`config.mk`:
```
export PLATFORM = sky130hd
export DESIGN_NAME = sync_fifo_param
export DESIGN_NICKNAME = d
export VERILOG_FILES = /design/src/rtl/sync_fifo_param.sv
export SDC_FILE = /design/constraint.sdc
export NUM_CORES = 1
export LEC_CHECK = 0
export BUFFER_PORTS_ARGS = -buffer_cell sky130_fd_sc_hd__clkbuf_2
export CORE_MARGIN = 4
export CORE_UTILIZATION = 29
export CTS_CLUSTER_DIAMETER = 150
export CTS_CLUSTER_SIZE = 28
export DETAILED_ROUTE_END_ITERATION = 7
export GPL_TIMING_DRIVEN = 0
export RECOVER_POWER = 50
export SLEW_MARGIN = 0
export SYNTH_ARGS = -nofsm -noshare
export SYNTH_HDL_FRONTEND = slang
export SYNTH_SLANG_ARGS = --single-unit
```
`constraint.sdc`:
```
create_clock -name clk -period 3.7 [get_ports clk]
set_clock_uncertainty 0.05 [all_clocks]
set_input_delay 0.555 -clock clk [delete_from_list [all_inputs] [get_ports clk]]
set_output_delay 0.555 -clock clk [all_outputs]
set_load 0.005 [all_outputs]
```
`src/rtl/sync_fifo_param.sv`:
```
// Parametrised synchronous FIFO with first-word-fall-through read data,
// occupancy count, programmable level flags and sticky error flags.
module sync_fifo_param #(
    parameter int DWIDTH    = 8,
    parameter int AWIDTH    = 3,
    parameter int AF_THRESH = 2**AWIDTH - 1,
    parameter int AE_THRESH = 1
) (
    input  logic              clk,
    input  logic              rst,
    input  logic              wr,
    input  logic              rd,
    input  logic [DWIDTH-1:0] wdata,
    input  logic              clr_err,
    output logic [DWIDTH-1:0] rdata,
    output logic              full,
    output logic              empty,
    output logic              almost_full,
    output logic              almost_empty,
    output logic [AWIDTH:0]   count,
    output logic              overflow,
    output logic              underflow
);

    localparam int DEPTH = 2**AWIDTH;
    localparam logic [AWIDTH:0] DEPTH_C = (AWIDTH+1)'(DEPTH);
    localparam logic [AWIDTH:0] AF_C    = (AWIDTH+1)'(AF_THRESH);
    localparam logic [AWIDTH:0] AE_C    = (AWIDTH+1)'(AE_THRESH);

    logic [DWIDTH-1:0] ram [DEPTH];
    logic [AWIDTH-1:0] waddr;
    logic [AWIDTH-1:0] raddr;
    logic [AWIDTH:0]   count_q;
    logic              overflow_q;
    logic              underflow_q;
    logic              wr_acc;
    logic              rd_acc;

    // All level flags decode from the single count register.
    assign full         = (count_q == DEPTH_C);
    assign empty        = (count_q == '0);
    assign almost_full  = (count_q >= AF_C);
    assign almost_empty = (count_q <= AE_C);
    assign count        = count_q;
    assign overflow     = overflow_q;
    assign underflow    = underflow_q;

    // A push into a full FIFO is legal only if a pop frees the head slot.
    assign rd_acc = rd & ~empty;
    assign wr_acc = wr & (~full | rd_acc);

    assign rdata = ram[raddr];

    always_ff @(posedge clk) begin
        if (wr_acc) begin
            ram[waddr] <= wdata;
        end
    end

    always_ff @(posedge clk) begin
        if (rst) begin
            waddr       <= '0;
            raddr       <= '0;
            count_q     <= '0;
            overflow_q  <= 1'b0;
            underflow_q <= 1'b0;
        end else begin
            if (wr_acc) begin
                waddr <= waddr + 1'b1;
            end
            if (rd_acc) begin
                raddr <= raddr + 1'b1;
            end
            case ({wr_acc, rd_acc})
                2'b10:   count_q <= count_q + 1'b1;
                2'b01:   count_q <= count_q - 1'b1;
                default: count_q <= count_q;
            endcase
            // A fresh error in the clearing cycle keeps the flag set.
            overflow_q  <= (overflow_q  & ~clr_err) | (wr & ~wr_acc);
            underflow_q <= (underflow_q & ~clr_err) | (rd & empty);
        end
    end

endmodule

```
==> implementation parameters, run 1 <==
Parameter                              Value

Outcome
  Result of the run ... completed

Place
  DP Cell Count ... 369
  Estimated wirelength of the detail-placed design ... 4.03 mm
  Post-placement worst setup slack ... 946 ps
  Port Buf Inserts ... 30
  RD Place Congestion ... just under 0.8
  Placement-stage cell area ... 0.00369 mm^2

Clock network
  Clock transition at the registers of the reported paths ... roughly 60 ps
  Clock tree from TritonCTS ... done
  Clock latency reported for the late side of the worst-skew pair ... ~330 ps
  Hold Buf Count CTS ... 0
  CTS buffer count ... 9
  CTS root buf ... sky130_fd_sc_hd__clkbuf_16
  Number of H-tree levels ... 3
  Maximum root-to-sink buffer count ... 2
  Number of gates given a new drive strength after cts ... 0
  Post-CTS Setup Inserts ... 0
  Sinks on Clock Net ... 79

Die
  Initial core utilization ... 30.2%
  Standard-cell row count ... 38
  Height of the die ... 115 um
  Horiz. Die Dim ... around 120 um
  Core box area ... 0.0110 mm^2
  Floorplan die area ... 0.0133 mm^2
  Count of boundary I/O pins ... 31

Timing
  Hold WS ... 426 ps
  Final setup violating endpoints ... 0
  Clock period minus final worst setup slack ... 2730 ps
  Part of the cycle the worst path needs ... roughly 74%
  Max-slew violations ... 0
  Rel. slew slack ... between 30% and 40%
  Pin slew with the least headroom to its limit ... 971 ps
  Final TNS setup ... 0 ps
  RSZ-0062 raised after global routing ... no
  Total count of hold-check failures in the final report ... 0
  Highest achievable clock rate ... 0.367 GHz
  Final setup slack of the worst path ... between 900 and 1000 ps

Routing
  Violation count after the first detailed-route iteration ... 132
  Met2 Wirelength ... 3.03 mm
  Remaining antenna violation count ... 0
  Mean number of vias per cell ... 4.82
  Remaining DRCs ... 0
  Wirelength per Cell ... roughly 16 um
  Via count ... 1856
  Highest Signal Layer ... met4
  Length of routed wiring on met1 ... about 2.8 mm
  Final WL ... 6.22 mm
  First-pass detailed-route iteration total ... 4
  Met3 wirelength from detailed routing ... 337 um

Global route
  Total grt overflow ... 0
  Global-route wire length before repair ... 10.0 mm
  Total track usage ... 10.3%
  Number of global-route vias before repair ... between 1500 and 2000
  Maximum number of pins on one net before global-route repair ... 16
  Initial antenna violation count ... 0

Cells and area
  Layout overhead on the synthesized area ... 19.4%
  Net total in the final layout ... ~260
  Final design utilization ... 36.0%
  Post-route cell area ... about 0.0040 mm^2
  Fraction of layout cells with a size suffix above 1 ... between 20% and 30%
  Final cell count without fillers ... 385
  Fillcell total ... between 1000 and 1500
  Antenna diode count ... 0

Synth
  FF+latch count, synth ... 79
  Area of the mapped netlist ... about 0.0033 mm^2
  Number of standard cells after synthesis ... 197
  Avg Cell Area, Syn ... 16.9 um^2
  Predominant post-synthesis flop cell ... sky130_fd_sc_hd__edfxtp_1
  Cells taking the most area after synthesis ... sky130_fd_sc_hd__edfxtp_1 58%, sky130_fd_sc_hd__mux4_1 13%, sky130_fd_sc_hd__dfxtp_1 9.0%
  Fraction of the yosys area taken by sequential cells ... 66.7%
  Count of flip-flops with a built-in enable after synthesis ... 64
  Cell type contributing the most total cell area after synthesis ... sky130_fd_sc_hd__edfxtp_1
  Top cells by count, synth ... 64 x sky130_fd_sc_hd__edfxtp_1, 16 x sky130_fd_sc_hd__mux4_1, 15 x sky130_fd_sc_hd__dfxtp_1
  Synth Net Count ... 215
  Number of unique standard cell types used by synthesis ... 39
  Synth warn ... 0
  Most numerous cell in the Yosys netlist ... sky130_fd_sc_hd__edfxtp_1
  Fraction of registers with async set or reset after synthesis ... 0%
  Fraction of synthesized cell area taken by the top area cell type ... 57.7%

Power
  Clock network fraction of total power ... 39.1%
  Switching power total ... between 0.5 and 0.6 mW
  Power after layout ... 2.27 mW
  Switching portion of total power ... 24.5%
  Internal power of the cells ... about 1.7 mW
  Portion of total power attributed to combinational logic ... 15.6%
  Proportion of power drawn by flip-flops and latches ... 45.3%
  Power per unit of standard cell area ... about 570 mW/mm^2
  Static Leak ... 1.39 nW
  IR drop worst, VDD ... 0.000293 V

Worst setup path
  R2R depth ... 6
  Slack of the worst reg-to-reg path ... 970 ps
  Largest fanout on the critical path ... 8
  Startpoint type of the worst setup path ... flip-flop
  Critical Path Max Stage Delay ... ~750 ps
  CP arrival ... about 2700 ps
  Type of the setup path with the least slack ... flip-flop to flip-flop
  Req. time, crit path ... 3690 ps
  Launch point of the worst reg-to-reg path ... count[1]
  Cell chain of the critical path ... inv_1 -> ha_1 -> nand3b_1 -> o21ai_2 -> nor3_1 -> buf_4
  Crit. End Element ... flip-flop
  Crit Reg-Reg Endpoint ... ram[1][3]
  Max stage delay cell, worst path ... sky130_fd_sc_hd__nor3_1

Min path
  Hold Crit Start ... rst
  Endpoint with the worst hold slack ... count[2]
  Worst Hold Class ... primary input to flip-flop
  Worst hold path cell count ... 2

Job
  Maxcap violations ... 0
## worst max path at each step
stage / from / end / slack (ps) / cells after the start
4_1_cts: flip-flop / rdata[0] / 940 / 5
5_1_grt: count[1] / ram[1][3] / 750 / 6
3_3_place_gp: count[1] / ram[0][6] / 360 / 5
3_5_place_dp: count[1] / ram[1][2] / 950 / 6
2_1_floorplan: count[1] / ram[0][0] / 1320 / 5
6_report: count[1] / ram[1][3] / 970 / 6
## routing by layer
layer  track usage (%)  up-vias
met3              3.47       11
met1              12.7      912
met4              3.29        0
met2              16.9       56
met5                 0        -
li1                  -      877
## kinds of logic after synthesis
group / after synthesis / synth area share [%]
mux: 27 / 16.2
fa+ha+maj: 5 / 1.88
buf+inv: 15 / 2.55
xor+xnor: 5 / 1.31
simple gates: 44 / 6.80
flops: 79 / 66.7
compound gates: 22 / 4.51
## state kept, by name, indices dropped and copies added (netlist names), named ones only
register   count
count          4
overflow       1
raddr          3
ram           64
underflow      1
waddr          3
## critical path: cells and delay by family, from the launching register on
| family | cells | cell delay, ps |
|---|---|---|
| simple gates | 2 | 1010 |
| flops | 1 | 480 |
| buf+inv | 2 | 420 |
| fa+ha+maj | 1 | 290 |
| compound gates | 1 | 180 |
## cell usage in the layout, fill, tap and decap left out, types with 2 or more instances in the layout
cell,instances
sky130_fd_sc_hd__nor2b_1,2
sky130_fd_sc_hd__clkbuf_16,9
sky130_fd_sc_hd__nor2_1,14
sky130_fd_sc_hd__ha_1,5
sky130_fd_sc_hd__inv_6,2
sky130_fd_sc_hd__nor3_1,4
sky130_fd_sc_hd__o21ai_0,3
sky130_fd_sc_hd__buf_2,4
sky130_fd_sc_hd__clkbuf_2,17
sky130_fd_sc_hd__nand2_1,7
sky130_fd_sc_hd__dfxtp_1,15
sky130_fd_sc_hd__nand3b_1,2
sky130_fd_sc_hd__mux2i_1,3
sky130_fd_sc_hd__buf_4,2
sky130_fd_sc_hd__a211oi_1,2
sky130_fd_sc_hd__nand2b_1,3
sky130_fd_sc_hd__xor2_1,5
sky130_fd_sc_hd__nor3_2,3
sky130_fd_sc_hd__nand3_1,2
sky130_fd_sc_hd__a21oi_1,6
sky130_fd_sc_hd__o211ai_1,2
sky130_fd_sc_hd__inv_1,5
sky130_fd_sc_hd__clkbuf_1,16
sky130_fd_sc_hd__edfxtp_1,64
sky130_fd_sc_hd__mux2_2,8
sky130_fd_sc_hd__mux4_1,16
sky130_fd_sc_hd__o31a_1,2
## power by group through the flow
stage               Combinational, mW  Clock, mW  Sequential (mW)
global placement                0.357          0             1.05
floorplan                       0.250          0             1.04
detailed placement              0.368          0             1.05
CTS                             0.370      0.910             1.03
finish                          0.354      0.886             1.03
global route                    0.393      0.946             1.03
## area by class of cell
class                   count  area (um^2)  share of cell area [%]
plain buffers              10         66.3                    1.67
clock buffers               9          225                    5.66
clock inverters             7         80.1                    2.01
inverters                   5         18.8                   0.472
multi-input cells         103         1040                    26.1
flip-flops and latches     79         2220                    55.9
well taps                 140          175                    4.41
repair buffers             32          149                    3.74
(Power assumes the default switching activity.)
==> inputs of run 2 (changes only) <==
--- a/config.mk
+++ b/config.mk
@@ -5,6 +5,7 @@
 export SDC_FILE = /design/constraint.sdc
 export NUM_CORES = 1
 export LEC_CHECK = 0
+export ABC_AREA = 1
 export BUFFER_PORTS_ARGS = -buffer_cell sky130_fd_sc_hd__clkbuf_2
 export CORE_MARGIN = 4
 export CORE_UTILIZATION = 29
==> constraint.sdc (replaced) <==
create_clock -name clk -period 2.2 [get_ports clk]
set_clock_uncertainty 0.05 [all_clocks]
set_input_delay 0.33 -clock clk [delete_from_list [all_inputs] [get_ports clk]]
set_output_delay 0.33 -clock clk [all_outputs]
set_load 0.005 [all_outputs]
==> implementation parameters, run 2 <==
Parameter                              Value

Synth
  Predominant post-synthesis flop cell ... sky130_fd_sc_hd__edfxtp_1
  Synth warn ... 0 (unchanged)
  Synth Net Count ... 340 (+58%)
  Cells taking the most area after synthesis ... sky130_fd_sc_hd__edfxtp_1 57%, sky130_fd_sc_hd__dfxtp_1 8.9%, sky130_fd_sc_hd__nor2_1 7.4%
  Avg Cell Area, Syn ... 10.5 um^2 (-38%)
  Top cells by count, synth ... 67 x sky130_fd_sc_hd__nor2_1, 64 x sky130_fd_sc_hd__edfxtp_1, 55 x sky130_fd_sc_hd__nand2_1
  Count of flip-flops with a built-in enable after synthesis ... 64 (unchanged)
  Fraction of the yosys area taken by sequential cells ... 65.6% (-1.2 points)
  Fraction of synthesized cell area taken by the top area cell type ... 56.7% (-1.0 points)
  Area of the mapped netlist ... 0.00339 mm^2 (+1.8%)
  Number of standard cells after synthesis ... 322 (+63%)
  Most numerous cell in the Yosys netlist ... sky130_fd_sc_hd__nor2_1
  Fraction of registers with async set or reset after synthesis ... 0% (unchanged)
  Number of unique standard cell types used by synthesis ... 25 (-36%)
  FF+latch count, synth ... 79 (unchanged)
  Cell type contributing the most total cell area after synthesis ... sky130_fd_sc_hd__edfxtp_1

Cells and area
  Post-route cell area ... 0.00421 mm^2 (+5.8%)
  Antenna diode count ... 0 (unchanged)
  Most common cell after layout, fill and taps aside ... sky130_fd_sc_hd__edfxtp_1
  Final cell count without fillers ... 517 (+34%)
  Net total in the final layout ... 387 (+50%)
  Number of flip-flops under the largest register name ... 64 (unchanged)
  Reg with most FFs ... ram
  Commonest cells after routing, fill and taps aside ... 64 x sky130_fd_sc_hd__edfxtp_1, 59 x sky130_fd_sc_hd__nor2_1, 56 x sky130_fd_sc_hd__nand2_1, 46 x sky130_fd_sc_hd__o21ai_0, 22 x sky130_fd_sc_hd__clkbuf_2
  Final design utilization ... 36.8% (+0.79 points)
  Layout overhead on the synthesized area ... 24.1%
  Fraction of layout cells with a size suffix above 1 ... 19.8% (-2.3 points)

Global route
  Number of global-route vias before repair ... 2224 (+21%)
  Global-route wire length before repair ... 11.1 mm (+11%)
  Total grt overflow ... 0 (unchanged)
  Total track usage ... 11.1% (+0.84 points)
  Maximum number of pins on one net before global-route repair ... 15 (-1)
  Initial antenna violation count ... 0 (unchanged)

Worst setup path
  CP arrival ... 1660 ps (-1060 ps)
  Type of the setup path with the least slack ... flip-flop to primary output
  Crit path top cell by count ... sky130_fd_sc_hd__nand2_1
  Crit. End Element ... primary output
  Cell chain of the critical path ... inv_1 -> buf_2 -> nor2_1 -> o21ai_0 -> nand2_1 -> nand2_1 -> clkbuf_2
  Max stage delay cell, worst path ... sky130_fd_sc_hd__dfxtp_1
  Buffers and inverters on the worst path ... 3 (+1)
  Critical Path Max Stage Delay ... 350 ps (-400 ps)
  Startpoint type of the worst setup path ... flip-flop
  Family with the most delay on the worst path ... buffers and inverters
  Largest fanout on the critical path ... 10 (+2)
  Req. time, crit path ... 1820 ps (-1870 ps)

Clock network
  Clock latency reported for the late side of the worst-skew pair ... 330 ps (about the same)
  CTS root buf ... sky130_fd_sc_hd__clkbuf_16
  Clock tree from TritonCTS ... done
  Maximum root-to-sink buffer count ... 2 (unchanged)
  Hold Buf Count CTS ... 0 (unchanged)
  Number of H-tree levels ... 3 (unchanged)
  Clock transition at the registers of the reported paths ... 60 ps (about the same)
  CTS buffer count ... 9 (unchanged)
  Sinks on Clock Net ... 79 (unchanged)

Timing
  Part of the cycle the worst path needs ... between 90% and 100%
  Max-slew violations ... 0 (unchanged)
  Rel. slew slack ... 72.0% (+37 points)
  Total count of hold-check failures in the final report ... 0 (unchanged)
  Pin slew with the least headroom to its limit ... 419 ps (-552 ps)
  Final TNS setup ... 0 ps (unchanged)
  Final setup violating endpoints ... 0 (unchanged)
  Clock period minus final worst setup slack ... 2040 ps
  Highest achievable clock rate ... approximately 0.49 GHz

Power
  Static Leak ... 1.60 nW (+15%)
  Internal power of the cells ... 3.30 mW (+93%)
  IR drop worst, VDD ... 0.000511 V (+75%)
  Switching portion of total power ... 30.4% (+5.8 points)
  Power after layout ... 4.74 mW (+110%)
  Clock network fraction of total power ... 35.6% (-3.5 points)
  Proportion of power drawn by flip-flops and latches ... 38.3% (-7.0 points)
  Power per unit of standard cell area ... 1130 mW/mm^2 (+98%)
  Switching power total ... 1.44 mW (+160%)
  Portion of total power attributed to combinational logic ... 26.1% (+11 points)

Die
  Initial core utilization ... 29.7% (-0.51 points)
  Count of boundary I/O pins ... 31 (unchanged)
  Standard-cell row count ... 39 (+2.6%)
  Height of the die ... 116 um (+0.82%)
  Floorplan die area ... 0.0135 mm^2 (+1.6%)
  Core box area ... 0.0114 mm^2 (+3.5%)
  Horiz. Die Dim ... 116 um (+0.82%)

Routing
  Wirelength per Cell ... 13.8 um (-15%)
  Remaining antenna violation count ... 0 (unchanged)
  First-pass detailed-route iteration total ... 4 (unchanged)
  Final WL ... 7.11 mm (+14%)
  Via count ... 2305 (+24%)
  Violation count after the first detailed-route iteration ... 146 (+11%)
  Mean number of vias per cell ... 4.46 (-7.5%)
  Remaining DRCs ... 0 (unchanged)

Outcome
  Result of the run ... completed

Place
  Port Buf Inserts ... 30 (unchanged)
  Placement-stage cell area ... 0.00372 mm^2 (+0.71%)
  RD Place Congestion ... 0.775 (-2.2%)
  DP Cell Count ... 495 (+34%)
  Estimated wirelength of the detail-placed design ... 4.59 mm (+14%)

Job
  Maxcap violations ... 0 (unchanged)

Min path
  Worst Hold Class ... primary input to flip-flop
run 2: cell count changes after synthesis, moves of 7 or more:
cell                      delta
sky130_fd_sc_hd__inv_1      +14
sky130_fd_sc_hd__mux2_2      -8
sky130_fd_sc_hd__mux4_1     -16
sky130_fd_sc_hd__nand2_1    +49
sky130_fd_sc_hd__nor2_1     +53
sky130_fd_sc_hd__nor3_1      -7
sky130_fd_sc_hd__o21ai_0    +43
run 2: path summary, 6_finish.rpt:
check	startpoint	end	slack (ps)	cells past startpoint
setup / recovery	flip-flop	rdata[4]	160	7
hold / removal	rst	waddr[0]	180	2
setup reg to reg	count[0]	ram[4][4]	180	8
hold reg to reg	raddr[2]	raddr[2]	420	2
run 2: power groups by stage:
stage	logic [mW]	registers (mW)	clock network, mW
floorplan	0.845	1.82	0
global placement	1.23	1.84	0
detailed placement	1.25	1.84	0
CTS	1.27	1.81	1.71
global route	1.43	1.83	1.80
finish	1.24	1.82	1.69
run 2: per-layer routing:
metal,vias to the layer above,track usage (%),share of wire (%)
met5,-,0,0
met4,0,3.94,1.4
met3,8,3.47,6.4
met2,55,17.7,48
met1,1058,14.3,44
li1,1184,-,-
run 2: repair_timing:
| item | 4_1_cts | 5_1_grt |
|---|---|---|
| gates resized for setup | 9 | 19 |
| endpoints found under the setup margin | 67 | 72 |
| buffers inserted | 0 | 7 |
| pin swaps | 0 | 7 |
| gates cloned | 0 | 0 |
run 2: through the flow:
stage,setup slack [ps],hold slack [ps]
floorplan,71.4,342
global placement,-349,396
detailed placement,-369,403
CTS,-154,183
global route,-7.41,204
finish,164,185
run 2: layout make-up:
type / instances / area (um^2)
inverter: 23 / 91.3
fill: 1114 / 7210
multi-input combinational: 209 / 1060
tap: 143 / 179
clock buffer: 10 / 229
clock inverter: 6 / 116
timing repair buffer: 37 / 251
buffer: 10 / 58.8
sequential: 79 / 2220
run 2: kinds of logic (layout without fill, tap and decap cells):
kind of cell | Yosys count | in the layout | share of synthesized area, %
AOI/OAI and AO/OA | 60 | 60 | 9.04
xor gates and xnor gates | 2 | 2 | 0.517
adders and majority gates | 5 | 5 | 1.85
buffers and inverters | 34 | 86 | 4.32
DFF | 79 | 79 | 65.6
and+or+nand+nor | 142 | 142 | 18.7
